--- config.mk ---
export PLATFORM = sky130hd
export DESIGN_NAME = mem_lsu
export DESIGN_NICKNAME = d
export VERILOG_FILES = /design/src/rtl/mem_pkg.sv /design/src/rtl/lsu_lane.sv /design/src/rtl/mem_lsu.sv
export SDC_FILE = /design/constraint.sdc
export NUM_CORES = 1
export LEC_CHECK = 0
export CAP_MARGIN = 20
export CORE_MARGIN = 2
export CORE_UTILIZATION = 39
export DETAILED_ROUTE_END_ITERATION = 8
export PLACE_DENSITY = 0.84
export SETUP_SLACK_MARGIN = 0.2
export SLEW_MARGIN = 20
export SYNTH_ARGS = -nofsm -noshare
export SYNTH_HDL_FRONTEND = slang
export SYNTH_SLANG_ARGS = --single-unit
--- constraint.sdc ---
create_clock -name clk -period 2.25 [get_ports clk]
set_clock_uncertainty 0.15 [all_clocks]
set_input_delay 0.45 -clock clk [delete_from_list [all_inputs] [get_ports clk]]
set_output_delay 0.45 -clock clk [all_outputs]
set_load 0.05 [all_outputs]
--- src/rtl/mem_pkg.sv ---
// Shared encodings, FSM states and address map for the M-stage load/store unit.
// The optional bus watchdog in mem_lsu is enabled by defining LSU_TIMEOUT_EN.
package mem_pkg;

  typedef enum logic [3:0] {
    OP_NONE = 4'd0,
    OP_LW   = 4'd1,
    OP_LH   = 4'd2,
    OP_LHU  = 4'd3,
    OP_LB   = 4'd4,
    OP_LBU  = 4'd5,
    OP_SW   = 4'd6,
    OP_SH   = 4'd7,
    OP_SB   = 4'd8
  } mem_op_e;

  typedef enum logic [1:0] {
    ST_IDLE  = 2'd0,
    ST_BUSY  = 2'd1,
    ST_DONE  = 2'd2,
    ST_DRAIN = 2'd3
  } lsu_state_e;

  localparam logic [4:0]  EXC_ADEL = 5'd4;
  localparam logic [4:0]  EXC_ADES = 5'd5;
  localparam logic [4:0]  EXC_DBE  = 5'd7;

  localparam logic [31:0] DM_TOP   = 32'h0000_2FFF;
  localparam logic [31:0] TC0_BASE = 32'h0000_7F00;
  localparam logic [31:0] TC1_BASE = 32'h0000_7F10;
  localparam logic [31:0] IG_BASE  = 32'h0000_7F20;
  localparam logic [31:0] TC0_CNT  = TC0_BASE + 32'd8;
  localparam logic [31:0] TC1_CNT  = TC1_BASE + 32'd8;

  localparam logic [4:0]  TIMEOUT_CYCLES = 5'd16;

  function automatic logic op_is_load(input logic [3:0] op);
    return (op >= OP_LW) && (op <= OP_LBU);
  endfunction

  function automatic logic op_is_store(input logic [3:0] op);
    return (op >= OP_SW) && (op <= OP_SB);
  endfunction

  // Address/alignment/permission check; 1 means the access must raise AdEL/AdES.
  function automatic logic addr_fault(input logic [3:0] op, input logic [31:0] a);
    logic word_op;
    logic half_op;
    logic in_dm;
    logic in_tc;
    logic in_ig;
    logic is_cnt;
    logic fault;
    word_op = (op == OP_LW) || (op == OP_SW);
    half_op = (op == OP_LH) || (op == OP_LHU) || (op == OP_SH);
    in_dm   = (a <= DM_TOP);
    in_tc   = ((a >= TC0_BASE) && (a <= TC0_BASE + 32'd11)) ||
              ((a >= TC1_BASE) && (a <= TC1_BASE + 32'd11));
    in_ig   = (a >= IG_BASE) && (a <= IG_BASE + 32'd3);
    is_cnt  = (a[31:2] == TC0_CNT[31:2]) || (a[31:2] == TC1_CNT[31:2]);
    if (word_op && (a[1:0] != 2'b00)) begin
      fault = 1'b1;
    end else if (half_op && a[0]) begin
      fault = 1'b1;
    end else if (!in_dm && !in_tc && !in_ig) begin
      fault = 1'b1;
    end else if ((in_tc || in_ig) && !word_op) begin
      fault = 1'b1;
    end else if ((op == OP_SW) && in_tc && is_cnt) begin
      fault = 1'b1;
    end else if ((op == OP_LW) && in_ig) begin
      fault = 1'b1;
    end else begin
      fault = 1'b0;
    end
    return fault;
  endfunction

endpackage

--- src/rtl/lsu_lane.sv ---
// Byte-lane helper: store byte enables / data shift and load extract / extend.
// Purely combinational; used once on the store path and once on the load path.
module lsu_lane
  import mem_pkg::*;
(
  input  logic [3:0]  op,
  input  logic [1:0]  off,
  input  logic [31:0] wdata,
  input  logic [31:0] rdata,
  output logic [3:0]  byteen,
  output logic [31:0] wdata_lane,
  output logic [31:0] rdata_ext
);

  logic [7:0]  byte_s;
  logic [15:0] half_s;

  // Store side: byte enables and lane-shifted write data.
  always_comb begin
    byteen     = 4'b0000;
    wdata_lane = 32'h0000_0000;
    case (op)
      OP_SW: begin
        byteen     = 4'b1111;
        wdata_lane = wdata;
      end
      OP_SH: begin
        if (off[1]) begin
          byteen     = 4'b1100;
          wdata_lane = {wdata[15:0], 16'h0000};
        end else begin
          byteen     = 4'b0011;
          wdata_lane = {16'h0000, wdata[15:0]};
        end
      end
      OP_SB: begin
        byteen     = 4'b0001 << off;
        wdata_lane = {24'h00_0000, wdata[7:0]} << {off, 3'b000};
      end
      default: begin
        byteen     = 4'b0000;
        wdata_lane = 32'h0000_0000;
      end
    endcase
  end

  // Load side: pick the addressed lane, then sign or zero extend.
  always_comb begin
    byte_s    = 8'h00;
    half_s    = 16'h0000;
    rdata_ext = 32'h0000_0000;
    case (off)
      2'd0:    byte_s = rdata[7:0];
      2'd1:    byte_s = rdata[15:8];
      2'd2:    byte_s = rdata[23:16];
      2'd3:    byte_s = rdata[31:24];
      default: byte_s = 8'h00;
    endcase
    if (off[1]) begin
      half_s = rdata[31:16];
    end else begin
      half_s = rdata[15:0];
    end
    case (op)
      OP_LW:   rdata_ext = rdata;
      OP_LH:   rdata_ext = {{16{half_s[15]}}, half_s};
      OP_LHU:  rdata_ext = {16'h0000, half_s};
      OP_LB:   rdata_ext = {{24{byte_s[7]}}, byte_s};
      OP_LBU:  rdata_ext = {24'h00_0000, byte_s};
      default: rdata_ext = 32'h0000_0000;
    endcase
  end

endmodule

--- src/rtl/mem_lsu.sv ---
// M-stage load/store unit: address checks, single-outstanding bus FSM, load result.
// Define LSU_TIMEOUT_EN to add a bus watchdog that raises DBE (code 7).
module mem_lsu
  import mem_pkg::*;
(
  input  logic        clk,
  input  logic        reset,
  input  logic        op_valid,
  input  logic [3:0]  mem_op,
  input  logic [31:0] addr,
  input  logic [31:0] wdata,
  input  logic        Req,
  input  logic        advance,
  output logic        bus_req,
  output logic        bus_we,
  output logic [31:0] bus_addr,
  output logic [3:0]  bus_byteen,
  output logic [31:0] bus_wdata,
  input  logic        bus_ack,
  input  logic [31:0] bus_rdata,
  output logic [31:0] ld_data,
  output logic        stall,
  output logic        exc_valid,
  output logic [4:0]  exc_code
);

  lsu_state_e  state_r;
  lsu_state_e  state_s;
  logic        op_act_s;
  logic        addr_exc_s;
  logic        issue_s;
  logic        tmo_hit_s;
  logic        tmo_s;
  logic        tmo_exc_s;

  logic        bus_req_r;
  logic        bus_we_r;
  logic [31:0] bus_addr_r;
  logic [3:0]  bus_be_r;
  logic [31:0] bus_wd_r;
  logic [3:0]  op_r;
  logic [1:0]  off_r;
  logic [31:0] ld_data_r;

  logic [3:0]  st_be_s;
  logic [31:0] st_wd_s;
  logic [31:0] ld_ext_s;
  logic [31:0] unused_st_ext_s;
  logic [3:0]  unused_ld_be_s;
  logic [31:0] unused_ld_wd_s;

  lsu_lane u_store_lane (
    .op         (mem_op),
    .off        (addr[1:0]),
    .wdata      (wdata),
    .rdata      (32'h0000_0000),
    .byteen     (st_be_s),
    .wdata_lane (st_wd_s),
    .rdata_ext  (unused_st_ext_s)
  );

  lsu_lane u_load_lane (
    .op         (op_r),
    .off        (off_r),
    .wdata      (32'h0000_0000),
    .rdata      (bus_rdata),
    .byteen     (unused_ld_be_s),
    .wdata_lane (unused_ld_wd_s),
    .rdata_ext  (ld_ext_s)
  );

  assign op_act_s   = op_valid && (op_is_load(mem_op) || op_is_store(mem_op));
  assign addr_exc_s = op_act_s && addr_fault(mem_op, addr);
  assign issue_s    = (state_r == ST_IDLE) && op_act_s && !addr_exc_s && !Req;

`ifdef LSU_TIMEOUT_EN
  logic [4:0] tmo_cnt_r;
  logic       tmo_exc_r;

  assign tmo_hit_s = ((state_r == ST_BUSY) || (state_r == ST_DRAIN)) && !bus_ack &&
                     (tmo_cnt_r >= (TIMEOUT_CYCLES - 5'd1));
  assign tmo_exc_s = tmo_exc_r;

  // Watchdog counter for an outstanding access; DBE pulse follows a BUSY timeout.
  always_ff @(posedge clk or negedge reset) begin
    if (!reset) begin
      tmo_cnt_r <= 5'd0;
      tmo_exc_r <= 1'b0;
    end else begin
      if (((state_r == ST_BUSY) || (state_r == ST_DRAIN)) && !bus_ack && !tmo_hit_s) begin
        tmo_cnt_r <= tmo_cnt_r + 5'd1;
      end else begin
        tmo_cnt_r <= 5'd0;
      end
      tmo_exc_r <= tmo_s;
    end
  end
`else
  logic unused_tmo_s;

  assign tmo_hit_s    = 1'b0;
  assign tmo_exc_s    = 1'b0;
  assign unused_tmo_s = tmo_s;
`endif

  // State register.
  always_ff @(posedge clk or negedge reset) begin
    if (!reset) begin
      state_r <= ST_IDLE;
    end else begin
      state_r <= state_s;
    end
  end

  // Next-state logic; tmo_s flags a timeout that must be reported as DBE.
  always_comb begin
    state_s = state_r;
    tmo_s   = 1'b0;
    case (state_r)
      ST_IDLE: begin
        if (issue_s) begin
          state_s = ST_BUSY;
        end else begin
          state_s = ST_IDLE;
        end
      end
      ST_BUSY: begin
        if (bus_ack) begin
          state_s = Req ? ST_IDLE : ST_DONE;
        end else if (Req) begin
          state_s = ST_DRAIN;
        end else if (tmo_hit_s) begin
          state_s = ST_IDLE;
          tmo_s   = 1'b1;
        end else begin
          state_s = ST_BUSY;
        end
      end
      ST_DONE: begin
        if (advance || Req) begin
          state_s = ST_IDLE;
        end else begin
          state_s = ST_DONE;
        end
      end
      ST_DRAIN: begin
        if (bus_ack || tmo_hit_s) begin
          state_s = ST_IDLE;
        end else begin
          state_s = ST_DRAIN;
        end
      end
      default: begin
        state_s = ST_IDLE;
      end
    endcase
  end

  // Bus request fields latched at issue and held until ack; load result capture.
  always_ff @(posedge clk or negedge reset) begin
    if (!reset) begin
      bus_req_r  <= 1'b0;
      bus_we_r   <= 1'b0;
      bus_addr_r <= 32'h0000_0000;
      bus_be_r   <= 4'b0000;
      bus_wd_r   <= 32'h0000_0000;
      op_r       <= 4'd0;
      off_r      <= 2'd0;
      ld_data_r  <= 32'h0000_0000;
    end else begin
      if (issue_s) begin
        bus_req_r  <= 1'b1;
        bus_we_r   <= op_is_store(mem_op);
        bus_addr_r <= {addr[31:2], 2'b00};
        bus_be_r   <= st_be_s;
        bus_wd_r   <= st_wd_s;
        op_r       <= mem_op;
        off_r      <= addr[1:0];
      end else if (((state_r == ST_BUSY) || (state_r == ST_DRAIN)) && (bus_ack || tmo_hit_s)) begin
        bus_req_r  <= 1'b0;
      end
      // A flush in the ack cycle discards the result, as does DRAIN.
      if ((state_r == ST_BUSY) && bus_ack && !Req && op_is_load(op_r)) begin
        ld_data_r <= ld_ext_s;
      end
    end
  end

  // Exception report: watchdog DBE takes precedence over address faults.
  always_comb begin
    exc_valid = 1'b0;
    exc_code  = 5'd0;
    if (tmo_exc_s) begin
      exc_valid = 1'b1;
      exc_code  = EXC_DBE;
    end else if (addr_exc_s) begin
      exc_valid = 1'b1;
      exc_code  = op_is_store(mem_op) ? EXC_ADES : EXC_ADEL;
    end else begin
      exc_valid = 1'b0;
      exc_code  = 5'd0;
    end
  end

  assign stall      = op_act_s && !addr_exc_s &&
                      ((state_r == ST_IDLE) || (state_r == ST_BUSY));
  assign bus_req    = bus_req_r;
  assign bus_we     = bus_we_r;
  assign bus_addr   = bus_addr_r;
  assign bus_byteen = bus_be_r;
  assign bus_wdata  = bus_wd_r;
  assign ld_data    = ld_data_r;

endmodule

# Word-level counts from Yosys, hierarchy flattened
# Index checks and enable logic that the tools add are counted.
[word_totals]
register_bits = 108
[classes]
magnitude_cmp = 13
n_eq_ne = 19
n_shift = 2
mux = 25
n_reduce_logical = 45
[ops]
columns = ["cell", "count"]
rows = [
  ["$pmux W32 S5", 1],
  ["$ge A32 B15 Y1 const B", 3],
  ["$le A32 B15 Y1 const B", 3],
  ["$pmux W32 S3", 1],
  ["$eq A30 B13 Y1 const B", 2],
  ["$le A32 B14 Y1 const B", 1],
  ["$mux W32", 1],
  ["$pmux W8 S4", 1],
  ["$shl A8 B5 Y32", 1],
  ["$logic_and A1 B1 Y1", 25],
  ["$eq A4 B2 Y1 const B", 4],
  ["$eq A4 B3 Y1 const B", 4],
  ["$mux W16", 1],
  ["$pmux W4 S3", 1],
  ["$mux W1", 11],
  ["$logic_or A1 B1 Y1", 10],
  ["$mux W2", 5],
  ["$eq A2 B2 Y1 const B", 4],
  ["$eq A4 B1 Y1 const B", 2],
  ["$ge A4 B1 Y1 const B", 2],
  ["$le A4 B3 Y1 const B", 2],
  ["$pmux W2 S4", 1],
  ["$logic_not A1 Y1", 6],
  ["$eq A2 B1 Y1 const B", 2],
  ["8 further kinds", 10],
]

# Longest topological paths before layout
# Gate-level depths: netlist of the first run.
[logic_depth]
depth_word = 16
depth_mapped = 9
depth_no_buf = 5

# Cells and area by module
# A second synthesis of the first run with hierarchy kept.
[hier_totals]
hier_cells = 586
hier_area_um2 = 6822.8
[by_module_without_submodules]
columns = ["mod", "instances", "cells_each", "area_per_inst_um2", "seq_area_each_um2"]
rows = [
  ["mem_lsu", 1, 292, 4530.6, 2702.6],
  ["lsu_lane", 2, 147, 1146.1, 0.0],
]

# Least setup slack after synthesis of the first run
# OpenSTA, ideal clock, no wires.
[synth_timing]
path_type = "in2out"
startpoint = "input port mem_op[2]"
endpoint = "output port exc_code[2]"
arrival_ns = 2.658
path_slack_ns = -1.008
stages = 6
path_cell_list = "buf_2 > or4b_1 > a31oi_1 > o31ai_4 > a21oi_1 > buf_4"
[synth_via]
elab_chain_cells = 10
elab_cells_between_ends = 31
classes_between = "order compare: 4; eq/ne: 5; mux: 7; reduce/logical: 15"
[synth_lines]
columns = ["element", "line_no", "source"]
rows = [
  ["from (decl)", "mem_lsu.sv:9", "input logic [3:0] mem_op,"],
  ["$eq A4 B1 Y1 or $eq A4 B3 Y1 (tied branches)", "-", ""],
  ["$logic_and A1 B1 Y1 (tied with other cells)", "mem_pkg.sv:71", "end else if ((op == OP_LW) && in_ig) begin"],
  ["$mux W1 (tied with other cells)", "mem_pkg.sv:71", ""],
  ["$mux W1 or $logic_and A1 B1 Y1 (tied branches)", "mem_pkg.sv:69, mem_pkg.sv:67", ""],
  ["$mux W1", "mem_pkg.sv:67", "end else if ((in_tc || in_ig) && !word_op) begin"],
  ["$mux W1", "mem_pkg.sv:65", "end else if (!in_dm && !in_tc && !in_ig) begin"],
  ["$mux W1", "mem_pkg.sv:63", "end else if (half_op && a[0]) begin"],
  ["$mux W1", "mem_pkg.sv:61", "if (word_op && (a[1:0] != 2'b00)) begin"],
  ["$logic_and A1 B1 Y1 (*)", "mem_lsu.sv:73", "assign addr_exc_s = op_act_s && addr_fault(mem_op, addr);"],
  ["$mux W3 (*)", "mem_lsu.sv:196", "end else if (addr_exc_s) begin"],
  ["to (decl)", "mem_lsu.sv:24", "output logic [4:0] exc_code"],
]
# Every way passes the cells marked *; elsewhere a longest branch is shown, timed or not.

# Worst setup path after layout of the first run
[layout_timing]
startpoint = "input port mem_op[2]"
endpoint = "output port exc_valid"
[layout_via]
elab_chain_cells = 10
elab_cells_between_ends = 31
classes_between = "order compare: 4; eq/ne: 5; mux: 7; reduce/logical: 15"
[layout_lines]
columns = ["element", "line_no", "source"]
rows = [
  ["$eq A4 B1 Y1 or $eq A4 B3 Y1 (tied branches)", "-", ""],
  ["$logic_and A1 B1 Y1 (tied with other cells)", "mem_pkg.sv:71", ""],
  ["$mux W1 (tied with other cells)", "mem_pkg.sv:71", ""],
  ["$mux W1 or $logic_and A1 B1 Y1 (tied branches)", "mem_pkg.sv:69, mem_pkg.sv:67", ""],
  ["$mux W1", "mem_pkg.sv:67", ""],
  ["$mux W1", "mem_pkg.sv:65", ""],
  ["$mux W1", "mem_pkg.sv:63", ""],
  ["$mux W1", "mem_pkg.sv:61", ""],
  ["$logic_and A1 B1 Y1 (*)", "mem_lsu.sv:73", ""],
  ["$mux W1 (*)", "mem_lsu.sv:196", ""],
  ["to (decl)", "mem_lsu.sv:23", "output logic exc_valid,"],
]
# Marked as above.

==> impl_metrics.json, run 1 <==
{
  "first_pass_iters": 8,
  "clk_path_buf_depth": 2,
  "routed_wl_mm": 17.4,
  "grt_overflow": 0,
  "hold_slack_ns": -0.00563,
  "fin_crit_sh": 1.14,
  "design_area_um2": 8620,
  "synth_edf_count": 0,
  "powerDensity_nw_per_um2": 462,
  "grt_pass1_vias": 5172,
  "dpl-instance-area_um2": 7930,
  "power_leakage_nw": 4.55,
  "pin_count": 215,
  "end_kind": "primary output",
  "crit_fanout": 4,
  "ir_worst_vdd_uv": 301,
  "numCtsBuffers": 9,
  "dr_total_vias": 4847,
  "ys.flop_type": "dfrtp_1",
  "relSlewSlack": 0.561,
  "async_flop_share": 1.00,
  "synth.yosys.seq_area_share": 0.514,
  "postSynthAreaPerCell_um2": 11.9,
  "grt_max_degree": 49,
  "area_delta_synth_final_pct": 63.8,
  "hold_class": "primary input to async pin",
  "cpPeakStageDelay_ns": 0.54,
  "status": "finished, violations left",
  "r2r_setup_slack_ns": 0.14,
  "dieArea_um2": 14400,
  "fin_ws_ns": -0.320,
  "cpMostUsedCell": "buf_6",
  "p_total_mw": 3.98,
  "rsz0062_at_grt": "yes",
  "nets": 814,
  "place_ws_ns": -0.772,
  "cp_data_arrival_time_ns": 1.97,
  "globalplace.congestion": 0.893,
  "start_util": 0.399,
  "clock_latency_ns": 0.34,
  "path_clk_slew_ns": 0.07,
  "grt_pass1_wl_mm": 27.2,
  "via_per_inst": 5.46,
  "r2r-end": "bus_addr[13]",
  "antenna_left": 0,
  "violations": "negative hold slack, negative setup slack",
  "drv_cap": 0,
  "cts_sinks": 108,
  "die-width_um": 120,
  "row_count": 42,
  "finalHoldViolations": 7,
  "criticalPathCategory": "primary input to primary output",
  "startpoint_type": "primary input",
  "slew_viol_final": 0,
  "cts_max_level": 3,
  "fmax_mhz": 389,
  "antenna_found_initial": 0,
  "cp.required_ns": 1.65,
  "clock-root-buffer": "clkbuf_16",
  "fin_util": 0.654,
  "synth_area_um2": 5260,
  "cp_top_family": "buffers and inverters",
  "initialDrtViolationCount": 418,
  "route.detailed.drc": 0,
  "port_buffers": 209,
  "synth_cells": 444,
  "synthDominantCellAreaShare": 0.514,
  "setup_viol": 78,
  "dpl.cell_count": 848,
  "grt_use_total": 0.239,
  "synth_warnings": 0,
  "dieHeight_um": 120,
  "routedWlPerCell_um": 19.6,
  "rr_startpoint": "state_r[0]",
  "diodes": 0,
  "synth.distinct_cells": 53,
  "reg2regPathDepth": 7,
  "min_period_ns": 2.57,
  "ys_ff_latch": 108,
  "layout-drive-gt1-share": 0.298,
  "cp_num_buf_inv": 4,
  "dpl.hpwl_mm": 12.1,
  "cp_slowest_cell": "or4b_4",
  "tns_ns": -15.68,
  "crit_chain": "buf_6 -> or4b_4 -> buf_6 -> a31oi_4 -> o31ai_4 -> buf_6 -> a21oi_4 -> buf_6",
  "instances_no_fill": 888,
  "tightest_slew_ns": 0.658,
  "coreArea_um2": 13200,
  "synth_top_area_cell": "dfrtp_1",
  "synth_area_leaders": "dfrtp_1, mux2_4, a22o_1",
  "cts_tree": "yes"
}
state kept, by name, summed over array words and instances (netlist names), 2 cells and up:
name	cells
bus_byteen	4
bus_addr	30
off_r	2
ld_data	32
bus_wdata	32
state_r	2
op_r	4
synth_stat cells, drive strengths merged, types with 2 or more instances:
| master | count |
|---|---|
| a21boi | 3 |
| buf | 19 |
| a222oi | 15 |
| dfrtp | 108 |
| nor4 | 4 |
| and3 | 2 |
| a22o | 24 |
| or4b | 2 |
| or3 | 2 |
| o22a | 8 |
| nand4 | 2 |
| mux4 | 8 |
| nor4bb | 2 |
| nor2 | 29 |
| nor3 | 7 |
| a21oi | 29 |
| mux2 | 39 |
| and2 | 17 |
| or4 | 2 |
| inv | 20 |
| o31ai | 3 |
| nand3 | 3 |
| a31oi | 2 |
| nand2 | 35 |
| mux2i | 17 |
| o21ai | 3 |
| nand2b | 5 |
| clkbuf | 16 |
| a22oi | 2 |
| nor2b | 2 |
how the worst max path moves through the flow:
stage	endpoint	cells after the start	startpoint
final	exc_valid	8	mem_op[2]
after global routing	bus_wdata[19]	11	mem_op[2]
after CTS	exc_valid	8	mem_op[3]
after detailed placement	bus_wdata[16]	7	mem_op[1]
after global placement	bus_wdata[8]	7	mem_op[1]
after floorplan	exc_code[2]	6	mem_op[1]
worst register-to-register path: stages, from the launching register on:
cell and delay [ns]:
dfrtp_1 0.43, nor3_1 0.35, buf_4 0.19, nand4b_4 0.11, buf_12 0.20, buf_6 0.13
buf_16 0.14, mux2_4 0.29
cell type report:
class,instances,area [um^2]
multi-input cells,285,2560
flip-flops and latches,108,2710
repair buffers,284,2770
clock inverters,5,52.6
inverters,20,75.1
well taps,176,220
fillers,980,4570
clock buffers,10,239
power by group:
group,leakage [nW],total [mW],internal (mW),switching [mW]
sequential,1.41,1.94,1.94,0.0000156
clock,0.144,1.58,0.882,0.694
combinational,2.99,0.465,0.248,0.217
total,4.55,3.98,3.07,0.912
routing by layer:
metal  part of all wire  track usage
met5                  0            0
met4              0.034        0.104
met3              0.071       0.0494
met2               0.51        0.415
met1               0.38        0.286
cells by family (layout without fill, tap and decap cells):
kind of cell,after synthesis,count (layout),share of synthesized area
multiplexers,64,64,0.174
buffers and inverters,55,319,0.0530
AO/OA/AOI/OAI,96,96,0.142
AND/OR/NAND/NOR,120,120,0.117
other,1,5,0.000713
flip-flops,108,108,0.514
placed cells by master, fill, tap and decap left out, types with 4 or more instances in the layout:
master	count
dlygate4sd2_1	107
dfrtp_1	106
clkdlybuf4s50_1	67
buf_4	45
nand2_1	33
mux2_4	33
nor2_1	29
a21oi_1	26
a22o_1	24
inv_1	20
buf_6	19
and2_4	17
mux2i_1	17
a222oi_1	15
buf_2	11
clkbuf_16	9
mux4_2	8
o22a_1	8
clkdlybuf4s15_1	8
buf_12	8
buf_16	7
mux2_2	6
nand2b_1	5
nor3_1	5
conb_1	5
clkbuf_2	4
timing repair:
item / in CTS / in global routing
resized for setup: 233 / 34
gates cloned: 7 / 1
endpoints found under the hold margin: 0 / 0
setup endpoints to repair: 193 / 98
buffers inserted: 10 / 7
pin swaps: 30 / 14
hold buffers: 0 / 0
No activity file was read; power rests on OpenSTA's default activity.
==> inputs of run 2 (changes only) <==
--- a/config.mk
+++ b/config.mk
@@ -9,7 +9,7 @@
 export CORE_MARGIN = 2
 export CORE_UTILIZATION = 39
 export DETAILED_ROUTE_END_ITERATION = 8
-export PLACE_DENSITY = 0.84
+export PLACE_DENSITY_LB_ADDON = 0.1
 export SETUP_SLACK_MARGIN = 0.2
 export SLEW_MARGIN = 20
 export SYNTH_ARGS = -nofsm -noshare
==> run 2 against run 1 <==
Net effect:
- the flow finishes with violations (negative setup slack)
- worst hold slack improved by 0.32 ns
- via count fell by 2.1%
- die area did not move
- largest cell class unchanged
- critical endpoint is now stall
==> impl_metrics.json, run 2 (synthesis gave the netlist of run 1 again) <==
{
  "pwr-share-comb": 0.115,
  "reg2regPathDepth": 7,
  "end_kind": "primary output",
  "cts_max_level": 3,
  "dieArea_um2": 14400,
  "relSlewSlack": 0.635,
  "finalHoldViolations": 0,
  "r2r_setup_slack_ns": 0.07,
  "cts_sinks": 108,
  "holdPathEnd": "bus_addr[11]",
  "coreArea_um2": 13200,
  "dr_total_vias": 4746,
  "cpPeakStageDelay_ns": 0.53,
  "cts_tree": "yes",
  "die-width_um": 120,
  "hold_class": "primary input to register",
  "pwr-share-clk": 0.405,
  "tightest_slew_ns": 0.548,
  "numCtsBuffers": 9,
  "nets": 832,
  "setup_viol": 79,
  "num-fill-cells": 1079,
  "fmax_mhz": 392,
  "layout-drive-gt1-share": 0.297,
  "antenna_found_initial": 1,
  "tns_ns": -16.15,
  "cp-startpoint": "mem_op[1]",
  "area_delta_synth_final_pct": 66.7,
  "switching_power_mw": 0.939,
  "drv_cap": 0,
  "violations": "negative setup slack",
  "slew_viol_final": 0,
  "rsz0062_at_grt": "yes",
  "clock_latency_ns": 0.34,
  "row_count": 42,
  "seq_area_um2": 2700,
  "cp_data_arrival_time_ns": 1.95,
  "fin_crit_sh": 1.13,
  "crit_chain": "buf_8 -> or4b_4 -> a21boi_4 -> or3_4 -> a21oi_4 -> buf_12",
  "port_buffers": 209,
  "dpl.cell_count": 860,
  "cp_top_family": "simple AND/OR/NAND/NOR gates",
  "hold_path_depth": 2,
  "grt_pass1_vias": 4942,
  "startpoint_type": "primary input",
  "first_pass_iters": 5,
  "multi_input_area_um2": 2550,
  "pin_count": 215,
  "p_sw_frac": 0.233,
  "status": "finished, violations left",
  "min_period_ns": 2.55,
  "r2r-end": "off_r[1]",
  "dpl.hpwl_mm": 11.7,
  "rr_startpoint": "state_r[0]",
  "p_int_mw": 3.09,
  "cp_num_buf_inv": 2,
  "ir_worst_vdd_uv": 294,
  "grt_max_degree": 36,
  "crit_fanout": 2,
  "hold_slack_ns": 0.317,
  "p_seq_frac": 0.481,
  "worstHoldStart": "addr[11]",
  "path_clk_slew_ns": 0.08,
  "grt_pass1_wl_mm": 26.1,
  "fin_ws_ns": -0.301,
  "cp_slowest_cell": "or4b_4",
  "p_total_mw": 4.03,
  "power_leakage_nw": 4.64,
  "routedWlPerCell_um": 18.1,
  "antenna_left": 0,
  "grt_use_total": 0.233,
  "final_cell_mix": "dlygate4sd2_1, dfrtp_1, clkdlybuf4s50_1",
  "clk_path_buf_depth": 2,
  "via_per_inst": 5.23,
  "powerDensity_nw_per_um2": 460,
  "start_util": 0.399,
  "clock-root-buffer": "clkbuf_16",
  "route.detailed.drc": 0,
  "routed_wl_mm": 16.4,
  "cp.required_ns": 1.65,
  "instances_no_fill": 908,
  "dieHeight_um": 120,
  "mostFrequentLayoutCell": "dlygate4sd2_1",
  "criticalPathCategory": "primary input to primary output",
  "globalplace.congestion": 0.875,
  "initialDrtViolationCount": 351,
  "grt_overflow": 0
}
-- run 2: cell count changes in the layout (fill, tap and decap cells not counted), moves of 4 or more --
cell,change
buf_2,-5
dlygate4sd2_1,+18
buf_4,+10
buf_6,+7
clkbuf_2,-4
clkdlybuf4s15_1,-5
-- run 2: worst max-delay path by stage --
| stage | end | slack, ns | cells past startpoint |
|---|---|---|---|
| 2_1_floorplan | exc_code[2] | -0.36 | 6 |
| 3_5_place_dp | bus_addr[20] | -0.79 | 9 |
| 6_report | stall | -0.30 | 6 |
| 4_1_cts | stall | -0.34 | 6 |
| 5_1_grt | exc_valid | -0.34 | 8 |
| 3_3_place_gp | bus_addr[20] | -0.75 | 8 |
-- run 2: what timing repair did --
item,4_1_cts,5_1_grt
resized for setup,227,20
hold buffers,1,0
endpoints found under the setup margin,189,111
cloned,6,0
hold endpoints to repair,25,0
pin swaps,41,10
buffers inserted,24,0
-- run 2: through the flow --
stage | instance area, um^2 | utilization | worst slack (ns)
6_report | 8770 | 0.665 | -0.301
5_1_grt | 8770 | 0.665 | -0.336
4_1_cts | 8690 | 0.659 | -0.342
3_5_place_dp | 8000 | 0.607 | -0.790
3_3_place_gp | 8000 | 0.607 | -0.747
2_1_floorplan | 5390 | - | -0.361
-- run 2: layer usage --
layer | GRT usage | part of all wire
met1 | 0.312 | 0.42
met3 | 0.0528 | 0.071
met2 | 0.368 | 0.48
met5 | 0 | 0
met4 | 0.0912 | 0.026
-- run 2: final cells by class --
class	instances	share of cell area
inverters	20	0.00856
flip-flops and latches	108	0.308
diodes	1	0.000285
multi-input cells	285	0.290
clock inverters	6	0.00799
repair buffers	302	0.332
well taps	176	0.0251
clock buffers	10	0.0272
-- run 2: power by group through the flow --
stage          combinational, mW  clock (mW)  sequential (mW)
3_3_place_gp               0.452           0             1.98
3_5_place_dp               0.458           0             1.98
6_report                   0.463        1.63             1.94
2_1_floorplan              0.126           0             1.98
4_1_cts                    0.455        1.66             1.94
5_1_grt                    0.497        1.75             1.94
